## config.mk

```make
export PLATFORM = sky130hd
export DESIGN_NAME = zero_countdown
export DESIGN_NICKNAME = d
export VERILOG_FILES = /design/src/rtl/zero_countdown_pkg.sv /design/src/rtl/zero_countdown_equal_zero.sv /design/src/rtl/zero_countdown.sv
export SDC_FILE = /design/constraint.sdc
export NUM_CORES = 1
export LEC_CHECK = 0
export BUFFER_PORTS_ARGS = -buffer_cell sky130_fd_sc_hd__buf_2
export CAP_MARGIN = 10
export CORE_UTILIZATION = 40
export CTS_CLUSTER_DIAMETER = 120
export DETAILED_ROUTE_END_ITERATION = 10
export PLACE_DENSITY = 0.62
export SYNTH_ARGS = -nofsm -noshare
export SYNTH_HDL_FRONTEND = slang
export SYNTH_SLANG_ARGS = --single-unit
```

## constraint.sdc

```tcl
create_clock -name i_clk -period 2.6 [get_ports i_clk]
set_clock_uncertainty 0.05 [all_clocks]
set_input_delay 0.52 -clock i_clk [delete_from_list [all_inputs] [get_ports i_clk]]
set_output_delay 0.52 -clock i_clk [all_outputs]
set_load 0.1 [all_outputs]
```

## src/rtl/zero_countdown_pkg.sv

```systemverilog
// ----------------------------------------------------------------------------
// zero_countdown_pkg
// Shared definitions for the zero_countdown block and its testbench:
//   - CNT_W    : counter width (kept at 8 so the zero test maps onto a single
//                equal-zero comparator instance)
//   - state_t  : controller state encoding (IDLE=00, RUN=01, DONE=10)
// ----------------------------------------------------------------------------
package zero_countdown_pkg;

  localparam int CNT_W = 8;

  typedef enum logic [1:0] {
    ST_IDLE = 2'b00,
    ST_RUN  = 2'b01,
    ST_DONE = 2'b10
  } state_t;

endpackage : zero_countdown_pkg

```

## src/rtl/zero_countdown_equal_zero.sv

```systemverilog
// ----------------------------------------------------------------------------
// zero_countdown_equal_zero
// Purely combinational equal-to-zero detector.
// Ports:
//   i_a    [WIDTH-1:0]  value under test
//   o_zero              high iff i_a == 0
// ----------------------------------------------------------------------------
module zero_countdown_equal_zero #(
  parameter int WIDTH = 8
) (
  input  logic [WIDTH-1:0] i_a,
  output logic             o_zero
);

  assign o_zero = (i_a == '0);

endmodule : zero_countdown_equal_zero

```

## src/rtl/zero_countdown.sv

```systemverilog
// ----------------------------------------------------------------------------
// zero_countdown
// Loadable down-counter with an IDLE/RUN/DONE controller, optional
// auto-reload and a registered one-cycle terminal-count pulse.
// Per-cycle priority: ABORT > LOAD > ACK > count.
// Ports:
//   i_clk           rising-edge clock
//   i_rst_n         asynchronous active-low reset
//   i_load          start/restart; i_d becomes count and reload value
//   i_d   [WIDTH]   load value
//   i_en            count enable (low stalls the count in RUN)
//   i_auto          auto-reload, sampled at each terminal count
//   i_abort         cancel current operation (back to IDLE, Q = 0)
//   i_ack           acknowledges DONE
//   o_q   [WIDTH]   current count (registered)
//   o_zero          high iff o_q == 0 (combinational)
//   o_busy          high iff state == RUN
//   o_done          high iff state == DONE
//   o_tc            registered one-cycle terminal-count pulse
// ----------------------------------------------------------------------------
module zero_countdown
  import zero_countdown_pkg::*;
#(
  parameter int WIDTH = CNT_W
) (
  input  logic             i_clk,
  input  logic             i_rst_n,
  input  logic             i_load,
  input  logic [WIDTH-1:0] i_d,
  input  logic             i_en,
  input  logic             i_auto,
  input  logic             i_abort,
  input  logic             i_ack,
  output logic [WIDTH-1:0] o_q,
  output logic             o_zero,
  output logic             o_busy,
  output logic             o_done,
  output logic             o_tc
);

  state_t           r_state;
  logic [WIDTH-1:0] r_q;
  logic [WIDTH-1:0] r_reload;
  logic             r_tc;

  state_t           w_state_nxt;
  logic [WIDTH-1:0] w_q_nxt;
  logic [WIDTH-1:0] w_reload_nxt;
  logic             w_tc_nxt;

  // All state in one clocked process; reset acts immediately, so a reset
  // mid-count clears Q and TC without waiting for an edge.
  always_ff @(posedge i_clk or negedge i_rst_n) begin
    if (!i_rst_n) begin
      r_state  <= ST_IDLE;
      r_q      <= '0;
      r_reload <= '0;
      r_tc     <= 1'b0;
    end else begin
      r_state  <= w_state_nxt;
      r_q      <= w_q_nxt;
      r_reload <= w_reload_nxt;
      r_tc     <= w_tc_nxt;
    end
  end

  always_comb begin
    w_state_nxt  = r_state;
    w_q_nxt      = r_q;
    w_reload_nxt = r_reload;
    w_tc_nxt     = 1'b0;

    if (i_abort) begin
      // Reload register intentionally kept.
      w_state_nxt = ST_IDLE;
      w_q_nxt     = '0;
    end else if (i_load) begin
      if (i_d != '0) begin
        // Restart discards any in-progress count without a TC.
        w_state_nxt  = ST_RUN;
        w_q_nxt      = i_d;
        w_reload_nxt = i_d;
      end else begin
        // Loading zero is an immediate terminal count.
        w_state_nxt = ST_DONE;
        w_q_nxt     = '0;
        w_tc_nxt    = 1'b1;
      end
    end else begin
      unique case (r_state)
        ST_RUN: begin
          if (i_en) begin
            // RUN is only entered with a non-zero count, so Q == 1 is the
            // last step and the decrement below can never wrap.
            if (r_q == WIDTH'(1)) begin
              w_tc_nxt = 1'b1;
              if (i_auto) begin
                w_q_nxt = r_reload;
              end else begin
                w_q_nxt     = '0;
                w_state_nxt = ST_DONE;
              end
            end else begin
              w_q_nxt = r_q - WIDTH'(1);
            end
          end
        end
        ST_DONE: begin
          if (i_ack) begin
            w_state_nxt = ST_IDLE;
          end
        end
        default: begin
          // IDLE: count held, EN and ACK ignored.
        end
      endcase
    end
  end

  zero_countdown_equal_zero #(
    .WIDTH (WIDTH)
  ) u_equal_zero (
    .i_a    (r_q),
    .o_zero (o_zero)
  );

  assign o_q    = r_q;
  assign o_tc   = r_tc;
  assign o_busy = (r_state == ST_RUN);
  assign o_done = (r_state == ST_DONE);

endmodule : zero_countdown
```

# Word level (Yosys, flattened, before mapping)

Index checks and enable logic that the tools add are counted.

Register bits after elaboration: 19
Bits in latches: 0
Bits in writable memories: 0
ROM bits: 0
Input port bits: 15
Output and inout bits: 12
Logic and storage cells: 42
Memories: 0

$add $sub $neg: 1
$mul: 0
Divide/modulo/power cells: 0
Magnitude comparators: 0
Equal/unequal tests: 7
Shifts and indexed selects: 0
Muxes and demuxes: 21
Bitwise gates (word level): 1
Reduce and logical (&&, ||, !) cells: 8

Operators by type and width:

| cell                | count |
|---|---|
| $mux 8              | 7 |
| $mux 2              | 7 |
| $ne 4x4->1 const B  | 3 |
| $eq 8x1->1 const B  | 1 |
| $logic_not 8->1     | 1 |
| $reduce_bool 8->1   | 1 |
| $sub 8x1->8 const B | 1 |
| $mux 1              | 6 |
| $reduce_bool 3->1   | 2 |
| $reduce_and 5->1    | 1 |
| $ne 4x3->1 const B  | 1 |
| $pmux 2 s2          | 1 |
| $reduce_bool 4->1   | 1 |
| $reduce_and 3->1    | 1 |
| $eq 2x1->1 const B  | 1 |
| $eq 2x2->1 const B  | 1 |
| $reduce_and 2->1    | 1 |
| $not 1->1           | 1 |

# Logic depth before layout (Yosys ltp)

Depth in word-level cells: 6
Depth in mapped cells: 7
Mapped depth without buffers: 6

# By module

Synthesis repeated with hierarchy kept, for this count alone.

Cells, all modules: 115
Area, all modules: 1124.8 um^2

By module, submodules not included:

| module                    | instances | cells each | area an instance (um^2) | sequential area each (um^2) |
|---|---|---|---|---|
| zero_countdown            | 1         | 112        | 1106.1                  | 475.5 |
| zero_countdown_equal_zero | 1         | 3          | 18.8                    | 0.0 |

# Worst setup path before layout

No wires, ideal clock.

Path kind: reg-to-output
Start point: register r_q[2], in the netlist o_q[2]
End point: output o_zero
Arrival: 4.673 ns
Required time: 2.030 ns
Path slack: -2.643 ns
Stages on the path, launching flop included: 5
Buffers on the path: 2
Path through: dfrtp_1 buf_2 or4_1 clkbuf_2 nor4b_1

Word-level cells in the longest chain between the ends: 1

RTL lines:

| what                     | RTL line                        | RTL |
|---|---|---|
| start: declaration       | zero_countdown.sv:42            | `logic [WIDTH-1:0] r_q;` |
| start signal: assignment | zero_countdown.sv:61            | `r_q <= w_q_nxt;` |
| $logic_not 8->1          | zero_countdown_equal_zero.sv:15 | `assign o_zero = (i_a == '0);` |
| end: declaration         | zero_countdown.sv:35            | `output logic o_zero,` |

Every way passes these cells.

# Worst setup path after layout

Start point: register r_q[5], in the netlist o_q[5]
End point: output o_zero

The elaborated chain is that of the path after synthesis.

==> out/qor.csv <==
stage;metric;value;unit
run_status;status;finished, final reports clean;
routing;starting DRC count in detailed routing;46;
pwr;largest vdd supply drop;0.3643;mV
clock_tree;clock sinks;19;
grt;initial antenna violation count;0;
timing;hold_ws;0.07137;ns
logic_synthesis;synthesized net count;145;
cells_and_area;Nets;172;
timing;unrepaired setup endpoints after global routing;false;
worst_hold_path;Hold Path Class;in -> async;
logic_synthesis;Synth Flop Type;dfrtp_1;
timing;Worst Setup Slack, final;0.06640;ns
logic_synthesis;largest area contributor in the netlist;dfrtp_1;
floorplanning;Die Ht;55.94;µm
cells_and_area;fraction of layout cells with a size suffix above 1;29.80;%
clock_tree;clock-pin slew on the worst setup and hold paths;0.12;ns
timing;# setup viols final;0;
grt;global-route wire length before repair;5.223;mm
floorplanning;Initial Util;42.20;%
floorplanning;die area;3129;µm²
logic_synthesis;synth top area cells;dfrtp_1 41%, ha_1 5.4%, a22o_1 5.3%, a21oi_1 3.4%, o21ai_0 3.4%;
setup_path;CP Max Fanout;7;
clock_tree;Root Driver;clkbuf_4;
clock_tree;clock buffer count from CTS;3;
routing;drt total wl;3.084;mm
logic_synthesis;sequential-to-total area share from yosys stat;40.86;%
logic_synthesis;gate count after technology mapping;125;
routing;Routed WL per cell;16.95;µm
clock_tree;H-tree lvl count;1;
timing;Slew Limit Fails;0;
logic_synthesis;Yosys cell types;39;
routing;vias per cell;6.082;
setup_path;WP data arrival;1.96;ns
timing;max_slew headroom;67.74;%
logic_synthesis;commonest cells in the netlist;19 x dfrtp_1, 10 x nand2_1, 8 x a21oi_1, 8 x o21ai_0;
logic_synthesis;Yosys top cell area share;40.86;%
timing;Final Critical Period;2.534;ns
logic_synthesis;EDFF count, synth;0;
logic_synthesis;flops & latches, synth;19;
logic_synthesis;Syn. warnings;0;
setup_path;critical path class;reg -> out;
clock_tree;post-CTS setup buffer count;0;
grt;vias in the first global route;1055;
setup_path;critical path launch point type;register;
flow_run;Max Cap Viol;0;
pwr;leakage;0.6306;nW
routing;vias;1107;
floorplanning;floorplan row count;19;
setup_path;Crit. End Element;output pin;
pwr;Power Dens Cells;584.3;nW/µm²
floorplanning;num ports;27;
grt;GRT Overall Usage;21.46;%
timing;Fin. Hold Viols;0;
cells_and_area;fillers;269;
clock_tree;TritonCTS clock tree;yes;
logic_synthesis;Post-synth ARST share;100.0;%
grt;largest net degree at the start of global routing;20;
routing;Residual DRC;0;
clock_tree;clk buf depth;2;
placed_design;Inst Count DP;178;
clock_tree;clock latency at the later pin of the worst-skew pair;0.32;ns
cells_and_area;area delta synth->final;20.43;%
cells_and_area;Post-Layout Cell Count;182;
cells_and_area;antenna fix cells;0;
clock_tree;hold_buf cts;0;
placed_design;number of buffers added on ports;26;
timing;Tcrit/Tclk final;97.45;%
floorplanning;DIE WIDTH;55.94;µm
placed_design;post-DP HPWL;2.251;mm
routing;ANT nets after route;0;
setup_path;CP required;2.03;ns
timing;max frequency;394.7;MHz
logic_synthesis;Syn Area/Cell;9.309;µm²
timing;measured slew at the worst slew-check pin;0.4872;ns
grt;Overflow after GRT;0;
placed_design;Final GP Congestion;0.8517;
logic_synthesis;mapped cell area;1164;µm²
logic_synthesis;cell with the most instances after synthesis;dfrtp_1;
routing;Pre-Repair DR Iteration Count;4;
placed_design;Setup WS pre-CTS;0.2860;ns
floorplanning;core region area;2758;µm²
logic make-up (layout without fill, tap and decap cells):
kind of cell | after synthesis | after routing | synth area share (%)
AO/OA/AOI/OAI | 42 | 42 | 25.81
AND/OR/NAND/NOR | 42 | 42 | 19.57
flip-flops | 19 | 19 | 40.86
buffers and inverters | 12 | 38 | 4.086
adder cells (fa/ha/maj) | 5 | 5 | 5.376
multiplexers | 3 | 3 | 2.796
XOR/XNOR | 2 | 2 | 1.506
worst max-delay path, stage by stage (launching register included):
cell and delay, ns:
dfrtp_4 0.53, or4_4 0.61, nor4b_4 0.29, buf_12 0.21
final cells by class:
| class | instances | area, µm² | area share (%) |
|---|---|---|---|
| multi-input cells | 94 | 659.4 | 47.05 |
| inverters | 5 | 18.77 | 1.339 |
| well taps | 31 | 38.79 | 2.768 |
| repair buffers | 29 | 167.7 | 11.96 |
| flip-flops and latches | 19 | 486.7 | 34.73 |
| clock buffers | 3 | 22.52 | 1.607 |
| clock inverters | 1 | 7.507 | 0.5357 |
stage by stage:
| step | instance area (µm²) | power, mW | setup TNS, ns | utilization, % |
|---|---|---|---|---|
| final | 1401 | 0.8187 | 0 | 50.82 |
| after global routing | 1401 | 0.8636 | 0 | 50.82 |
| after CTS | 1401 | 0.8219 | 0 | 50.82 |
| after detailed placement | 1368 | 0.6533 | 0 | 49.59 |
| after global placement | 1368 | 0.6505 | 0 | 49.59 |
| after floorplan | 1196 | 0.5777 | -0.4033 | - |
per-layer routing:
metal	global-route usage [%]	up-vias	share of wire [%]
li1	-	525	-
met1	29.27	543	49
met2	32.01	33	45
met3	5.116	6	4.6
met4	10.45	0	1.7
met5	0	-	0
where the power goes:
part | leakage, nW | internal [mW] | switching (mW)
combinational | 0.382 | 0.0924 | 0.201
sequential | 0.234 | 0.326 | 0.0333
clock | 0.0139 | 0.0589 | 0.108
path summary, 6_finish.rpt:
path / from / end / slack [ns] / cells past startpoint
setup / recovery: o_q[5]$_DFFE_PN0P_ / o_zero / 0.07 / 3
hold / removal: i_rst_n / o_q[7]$_DFFE_PN0P_ / 0.07 / 1
setup reg to reg: o_q[1]$_DFFE_PN0P_ / o_q[5]$_DFFE_PN0P_ / 0.33 / 6
hold reg to reg: r_reload[1]$_DFFE_PN0P_ / r_reload[1]$_DFFE_PN0P_ / 0.47 / 1
max in group asynchronous: i_rst_n / o_q[2]$_DFFE_PN0P_ / 2.08 / 1
min in group i_clk: i_d[1] / o_q[1]$_DFFE_PN0P_ / 0.40 / 3
sequential cells by signal (all words and copies together), names as in the netlist:
| name | cells |
|---|---|
| o_q | 8 |
| o_tc | 1 |
| r_reload | 8 |
| r_state | 2 |
placed cells by master, fill, tap and decap left out, types with 4 or more instances in the layout:
cell / n
inv_1: 5
nor2_1: 7
nor4_1: 4
o21ai_0: 8
nand2_1: 10
ha_1: 5
buf_2: 25
a22o_1: 7
dfrtp_1: 14
a21oi_1: 8
nand3_1: 4
repair_timing:
action / CTS / global route
gates resized for setup: 1 / 0
setup endpoints to repair: 1 / 1
pin swaps: 0 / 1
(Power assumes the default switching activity.)
